File: src/rtl/gearbox_pkg.sv
// Shared gear encoding, sequencer state codes and shadow-gearbox transition rules.
package gearbox_pkg;

    localparam logic [3:0] P_STATE = 4'd0;
    localparam logic [3:0] R_STATE = 4'd1;
    localparam logic [3:0] N_STATE = 4'd2;
    localparam logic [3:0] G1      = 4'd3;
    localparam logic [3:0] G2      = 4'd4;
    localparam logic [3:0] G3      = 4'd5;
    localparam logic [3:0] G4      = 4'd6;
    localparam logic [3:0] G5      = 4'd7;
    localparam logic [3:0] G6      = 4'd8;

    localparam logic [2:0] ST_IDLE        = 3'd0;
    localparam logic [2:0] ST_CLUTCH_WAIT = 3'd1;
    localparam logic [2:0] ST_SHIFT       = 3'd2;
    localparam logic [2:0] ST_SETTLE      = 3'd3;
    localparam logic [2:0] ST_RELEASE     = 3'd4;
    localparam logic [2:0] ST_FAULT       = 3'd5;

    // Returns the gear after a request; an illegal request returns pos unchanged.
    function automatic logic [3:0] next_gear(input logic [3:0] pos, input logic up,
                                             input logic dn, input logic brake);
        logic [3:0] nxt;
        nxt = pos;
        if (up && !dn) begin
            if ((pos == P_STATE || pos == R_STATE) && brake) begin
                nxt = pos + 4'd1;
            end else if (pos >= N_STATE && pos <= G5) begin
                nxt = pos + 4'd1;
            end
        end else if (dn && !up) begin
            if (pos == N_STATE && brake) begin
                nxt = R_STATE;
            end else if (pos >= G1 && pos <= G6) begin
                nxt = pos - 4'd1;
            end
        end
        return nxt;
    endfunction

endpackage

File: src/rtl/input_debouncer.sv
// Two-flop synchronizer followed by a consecutive-sample debounce counter.
module input_debouncer #(
    parameter int unsigned DEB_CYCLES = 4,
    parameter int unsigned CNT_W      = 8
) (
    input  logic i_clk,
    input  logic i_reset_n,
    input  logic i_raw,
    output logic o_level
);

    logic             r_sync1;
    logic             r_sync2;
    logic             r_level;
    logic [CNT_W-1:0] r_cnt;

    // Synchronize the raw input, then change level after DEB_CYCLES disagreeing samples.
    always_ff @(posedge i_clk or negedge i_reset_n) begin
        if (!i_reset_n) begin
            r_sync1 <= 1'b0;
            r_sync2 <= 1'b0;
            r_level <= 1'b0;
            r_cnt   <= '0;
        end else begin
            r_sync1 <= i_raw;
            r_sync2 <= r_sync1;
            if (r_sync2 == r_level) begin
                r_cnt <= '0;
            end else if (r_cnt >= CNT_W'(DEB_CYCLES - 1)) begin
                r_level <= r_sync2;
                r_cnt   <= '0;
            end else begin
                r_cnt <= r_cnt + 1'b1;
            end
        end
    end

    assign o_level = r_level;

endmodule

File: src/rtl/gear_shift_sequencer.sv
// Paddle/brake conditioning, legality check and clutch handshake for gear shifts.
module gear_shift_sequencer
    import gearbox_pkg::*;
#(
    parameter int unsigned DEB_CYCLES    = 4,
    parameter int unsigned SETTLE_CYCLES = 8,
    parameter int unsigned ACK_TIMEOUT   = 16,
    parameter int unsigned CNT_W         = 8
) (
    input  logic       i_clk,
    input  logic       i_reset_n,
    input  logic       i_btn_up,
    input  logic       i_btn_down,
    input  logic       i_brake,
    input  logic       i_clutch_ack,
    output logic       o_clutch_req,
    output logic       o_shift_up,
    output logic       o_shift_down,
    output logic       o_brake_out,
    output logic [3:0] o_gear_pos,
    output logic       o_busy,
    output logic       o_fault
);

    logic             w_deb_up;
    logic             w_deb_dn;
    logic             w_deb_brake;
    logic             r_up_d;
    logic             r_dn_d;
    logic             w_req_up;
    logic             w_req_dn;
    logic             w_legal;
    logic [3:0]       w_target;
    logic [2:0]       r_state;
    logic [2:0]       w_state_next;
    logic [CNT_W-1:0] r_cnt;
    logic [CNT_W-1:0] w_cnt_next;
    logic [CNT_W-1:0] w_cnt_inc;
    logic             r_dir_up;
    logic             r_brake_lat;
    logic [3:0]       r_gear;

    input_debouncer #(.DEB_CYCLES(DEB_CYCLES), .CNT_W(CNT_W)) u_deb_up (
        .i_clk(i_clk), .i_reset_n(i_reset_n), .i_raw(i_btn_up), .o_level(w_deb_up)
    );
    input_debouncer #(.DEB_CYCLES(DEB_CYCLES), .CNT_W(CNT_W)) u_deb_dn (
        .i_clk(i_clk), .i_reset_n(i_reset_n), .i_raw(i_btn_down), .o_level(w_deb_dn)
    );
    input_debouncer #(.DEB_CYCLES(DEB_CYCLES), .CNT_W(CNT_W)) u_deb_brake (
        .i_clk(i_clk), .i_reset_n(i_reset_n), .i_raw(i_brake), .o_level(w_deb_brake)
    );

    assign w_req_up  = w_deb_up & ~r_up_d;
    assign w_req_dn  = w_deb_dn & ~r_dn_d;
    assign w_target  = next_gear(r_gear, w_req_up, w_req_dn, w_deb_brake);
    // Simultaneous requests are dropped; an unchanged target means the shift is illegal.
    assign w_legal   = (w_req_up ^ w_req_dn) && (w_target != r_gear);
    assign w_cnt_inc = (r_cnt == '1) ? r_cnt : r_cnt + 1'b1;

    // Next-state and counter logic for the clutch handshake.
    always_comb begin
        w_state_next = r_state;
        w_cnt_next   = r_cnt;
        case (r_state)
            ST_IDLE: begin
                if (w_legal) begin
                    w_state_next = ST_CLUTCH_WAIT;
                    w_cnt_next   = '0;
                end
            end
            ST_CLUTCH_WAIT: begin
                if (i_clutch_ack) begin
                    w_state_next = ST_SHIFT;
                    w_cnt_next   = '0;
                end else if (w_cnt_inc >= CNT_W'(ACK_TIMEOUT)) begin
                    w_state_next = ST_FAULT;
                    w_cnt_next   = '0;
                end else begin
                    w_cnt_next = w_cnt_inc;
                end
            end
            ST_SHIFT: begin
                w_state_next = ST_SETTLE;
                w_cnt_next   = '0;
            end
            ST_SETTLE: begin
                if (w_cnt_inc >= CNT_W'(SETTLE_CYCLES)) begin
                    w_state_next = ST_RELEASE;
                    w_cnt_next   = '0;
                end else begin
                    w_cnt_next = w_cnt_inc;
                end
            end
            ST_RELEASE: begin
                if (!i_clutch_ack) begin
                    w_state_next = ST_IDLE;
                    w_cnt_next   = '0;
                end else if (w_cnt_inc >= CNT_W'(ACK_TIMEOUT)) begin
                    w_state_next = ST_FAULT;
                    w_cnt_next   = '0;
                end else begin
                    w_cnt_next = w_cnt_inc;
                end
            end
            ST_FAULT: begin
                w_state_next = ST_FAULT;
            end
            default: begin
                w_state_next = ST_IDLE;
                w_cnt_next   = '0;
            end
        endcase
    end

    // State, edge-detect history, latched request and shadow gear registers.
    always_ff @(posedge i_clk or negedge i_reset_n) begin
        if (!i_reset_n) begin
            r_state     <= ST_IDLE;
            r_cnt       <= '0;
            r_up_d      <= 1'b0;
            r_dn_d      <= 1'b0;
            r_dir_up    <= 1'b0;
            r_brake_lat <= 1'b0;
            r_gear      <= P_STATE;
        end else begin
            r_state <= w_state_next;
            r_cnt   <= w_cnt_next;
            r_up_d  <= w_deb_up;
            r_dn_d  <= w_deb_dn;
            if (r_state == ST_IDLE && w_legal) begin
                r_dir_up    <= w_req_up;
                r_brake_lat <= w_deb_brake;
            end
            // Shadow gear moves on the same edge the gearbox samples the shift pulse.
            if (r_state == ST_SHIFT) begin
                r_gear <= next_gear(r_gear, r_dir_up, ~r_dir_up, r_brake_lat);
            end
        end
    end

    assign o_clutch_req = (r_state == ST_CLUTCH_WAIT) || (r_state == ST_SHIFT) ||
                          (r_state == ST_SETTLE);
    assign o_shift_up   = (r_state == ST_SHIFT) && r_dir_up;
    assign o_shift_down = (r_state == ST_SHIFT) && !r_dir_up;
    assign o_brake_out  = (r_state == ST_SHIFT) ? r_brake_lat : w_deb_brake;
    assign o_gear_pos   = r_gear;
    assign o_busy       = (r_state != ST_IDLE);
    assign o_fault      = (r_state == ST_FAULT);

endmodule

File: config.mk
export PLATFORM = sky130hd
export DESIGN_NAME = gear_shift_sequencer
export DESIGN_NICKNAME = d
export VERILOG_FILES = /design/src/rtl/gearbox_pkg.sv /design/src/rtl/input_debouncer.sv /design/src/rtl/gear_shift_sequencer.sv
export SDC_FILE = /design/constraint.sdc
export NUM_CORES = 1
export LEC_CHECK = 0
export CAP_MARGIN = 20
export CORE_MARGIN = 2
export CORE_UTILIZATION = 39
export DETAILED_ROUTE_END_ITERATION = 10
export PLACE_DENSITY_LB_ADDON = 0.2
export SLEW_MARGIN = 25
export SYNTH_ARGS = -nofsm -noshare
export SYNTH_HDL_FRONTEND = slang
export SYNTH_HIERARCHICAL = 1
export SYNTH_SLANG_ARGS = --single-unit
File: constraint.sdc
create_clock -name i_clk -period 2.85 [get_ports i_clk]
set_input_delay 0.57 -clock i_clk [delete_from_list [all_inputs] [get_ports i_clk]]
set_output_delay 0.57 -clock i_clk [all_outputs]
set_load 0.01 [all_outputs]
==> run summary <==
Post-CTS Hold Buffers: 0
Core Footprint: 5921 um^2
Power, Total: 0.002252 W
Synth Cell Area: 2399 um^2
Die width: 82.42 um
CP required: 2280 ps
Max Buffers Root-to-Sink: 2
Post-route minimum period: 2634 ps
H-tree depth: 2
Asr flop ratio synth: 100.0%
Initial antenna violation count: 0
Register Area: 1301 um^2
Clock net sink count: 52
Peak VDD IR: 0.0004276 V
Multi-input gate area: 1049 um^2
Final hold vios: 0
Final setup viols: 0
First-pass GRT wire length: 6541 um
Final wirelength: 3713 um
Number of synthesized flops with an enable pin: 0
WS Path Type: flip-flop to output port
DRT Pass-1 Iters: 4
TNS Setup: 0 ps
Net Sw Frac: 37.84%
Via count: 1,613
Startpoint types: flip-flop
Share of layout cells above drive strength 1: 11.24%
DRT antenna net count: 0
Register area share after synthesis: 54.25%
TritonCTS buffer count: 5
Reg clk slew, reported paths: 100 ps
Seq pwr share: 45.8%
DR vias/cell: 4.978
Main synth FF type: dfrtp_1
DP Wirelength: 2527 um
Max-cap viol count: 0
Die area: 6793 um^2
CTS tree: built
Vias in the first global route: 1,459
GRT overflow: 0
Post-Place Setup Slack: 491.3 ps
IO Count: 16
Postcts setup bufs: 0
Switching power: 0.0008523 W
Fin. max-slew vios: 0
Outcome: completed
Initial DRC count: 55
Clock latency on the worst-skew pair: 300 ps
Area Growth Syn to Fin: 15.23%
Largest net degree at the start of global routing: 53
Global route hottest layer: met2
GP Congestion: 0.8640
GRT Overall Usage: 12.61%
Pwr/cell area: 814.9 nW/um^2
Cell Int Power: 0.001400 W
Combinational share of power: 35.2%
Starting Density: 40.51%
Period utilization: 92.41%
Number of diodes: 0
Distinct cell type count after synthesis: 55
RSZ-0062 raised after global routing: false
Syn Inst Count: 219
Root Buffer: clkbuf_8
Post-cts resize count: 0
CP endpoint kind: output port
Static leakage: 1.240 nW
Number of core rows: 28
Residual DRC count: 0
Port bufs: 15
Synthesized flop and latch total: 52
GRT met1 Usage: 17.00%
Avg Cell Area, Syn: 10.95 um^2
Skew final: 9.792 ps
Die H: 82.42 um
Clk pwr share: 19.0%
Met3 usage: 3.370%
Detailed-route wire length per cell: 11.46 um
Final Worst Setup Slack: 216.4 ps
Worst Hold Class: input port to async pin
GR met2 Demand/Resource: 19.68%
Ys Warns: 6
CP arrival: 2060 ps
Crit-path max FO: 9
Highest clock rate: 379.7 MHz
Nets: 265
# fillers: 555
==> metal layers <==
layer,share of wire [%],routed length [um]
met2,45,1677
met1,49,1811
met5,0,0
met3,4.6,171
met4,1.4,53
==> cells in the final DEF (no fill, tap or decap), drive strengths merged, types with 5 or more instances in the layout <==
cell type,instances
clkdlybuf4s50,14
nand3,8
ha,11
inv,17
dfrtp,52
o21ai,11
nand2,12
nor2b,6
nand2b,5
conb,18
nor2,19
nor3,7
clkbuf,5
a21oi,7
==> critical path: stages (launching register included) <==
cell,delay [ps]
dfrtp_1,500
nor2b_1,330
nor2b_2,280
nand2_1,70
nand2_1,60
clkdlybuf4s50_1,530
==> power by group through the flow <==
stage / clock network, W / logic [W] / registers, W
after floorplan: 0 / 0.000649 / 0.000928
after global placement: 0 / 0.000788 / 0.00104
after detailed placement: 0 / 0.000792 / 0.00104
after CTS: 0.000451 / 0.000795 / 0.00103
after global routing: 0.000474 / 0.000895 / 0.00105
final: 0.000427 / 0.000793 / 0.00103
==> area by class of cell <==
type                            count  area share, %
Inverter                           16          2.173
Clock buffer                        5          2.490
Clock inverter                      3         0.9507
Tap cell                           75          3.395
Timing Repair Buffer               16          5.976
Multi-Input combinational cell    157          37.94
Sequential cell                    52          47.08
==> kinds of logic (layout without fill, tap and decap cells) <==
group / after synthesis / after routing / share of synthesized area (%)
fa+ha+maj: 11 / 11 / 5.738
flops: 52 / 52 / 54.25
other cells: 3 / 18 / 0.4695
mux: 5 / 5 / 2.765
buf+inv: 25 / 40 / 4.486
compound gates: 46 / 46 / 14.14
simple gates: 72 / 72 / 16.33
xor+xnor: 5 / 5 / 1.826
==> path summary, 6_finish.rpt <==
path	from	end	slack, ps	cells past startpoint
max	r_state[1]	o_brake_out	220	5
min	i_reset_n	r_cnt[7]	240	2
max reg2reg	o_gear_pos[0]	r_brake_lat	460	7
min reg2reg	u_deb_up/r_sync1	u_deb_up/r_sync2	360	0
max in group asynchronous	i_reset_n	u_deb_up/r_cnt[7]	2390	2
min in group i_clk	u_deb_up/r_sync1	u_deb_up/r_sync2	360	0
==> flip-flops by register name, indices dropped and copies added (netlist names) <==
register and flops:
r_cnt 8, u_deb_brake/r_cnt 8, u_deb_dn/r_cnt 8, u_deb_up/r_cnt 8, o_gear_pos 4, r_state 3
r_brake_lat 1, r_dir_up 1, r_dn_d 1, r_up_d 1, u_deb_brake/o_level 1, u_deb_brake/r_sync1 1
u_deb_brake/r_sync2 1, u_deb_dn/o_level 1, u_deb_dn/r_sync1 1, u_deb_dn/r_sync2 1, u_deb_up/o_level 1, u_deb_up/r_sync1 1
u_deb_up/r_sync2 1
==> through the flow <==
step	instance area (um^2)	hold WS (ps)	utilization [%]	instances
floorplan	2455	274.4	-	234
global placement	2666	335.3	45.03	316
detailed placement	2666	334.7	45.03	316
CTS	2761	241.0	46.64	324
global route	2764	254.7	46.68	324
finish	2764	241.6	46.68	324
==> Yosys cell counts, types with 2 or more instances <==
cell type	instances	share of area [%]
nand3_1	8	1.7
o21ai_0	10	2.1
nor3_1	7	1.5
mux2_4	3	1.9
dfrtp_1	52	54
conb_1	3	0.47
xnor2_1	2	0.73
nor4_2	3	1.6
a21oi_1	6	1.3
a31oi_1	4	1.0
inv_1	16	2.5
clkbuf_1	4	0.63
nand2b_1	5	1.3
nor3b_1	2	0.63
a2bb2oi_1	2	0.73
nor2b_1	6	1.6
o22ai_1	4	1.0
xor2_1	3	1.1
a32o_1	2	0.83
ha_1	11	5.7
nand3b_1	2	0.63
nand2_1	12	1.9
nor2_1	19	3.0
buf_2	2	0.42
Power figures use the tool's default switching activity.
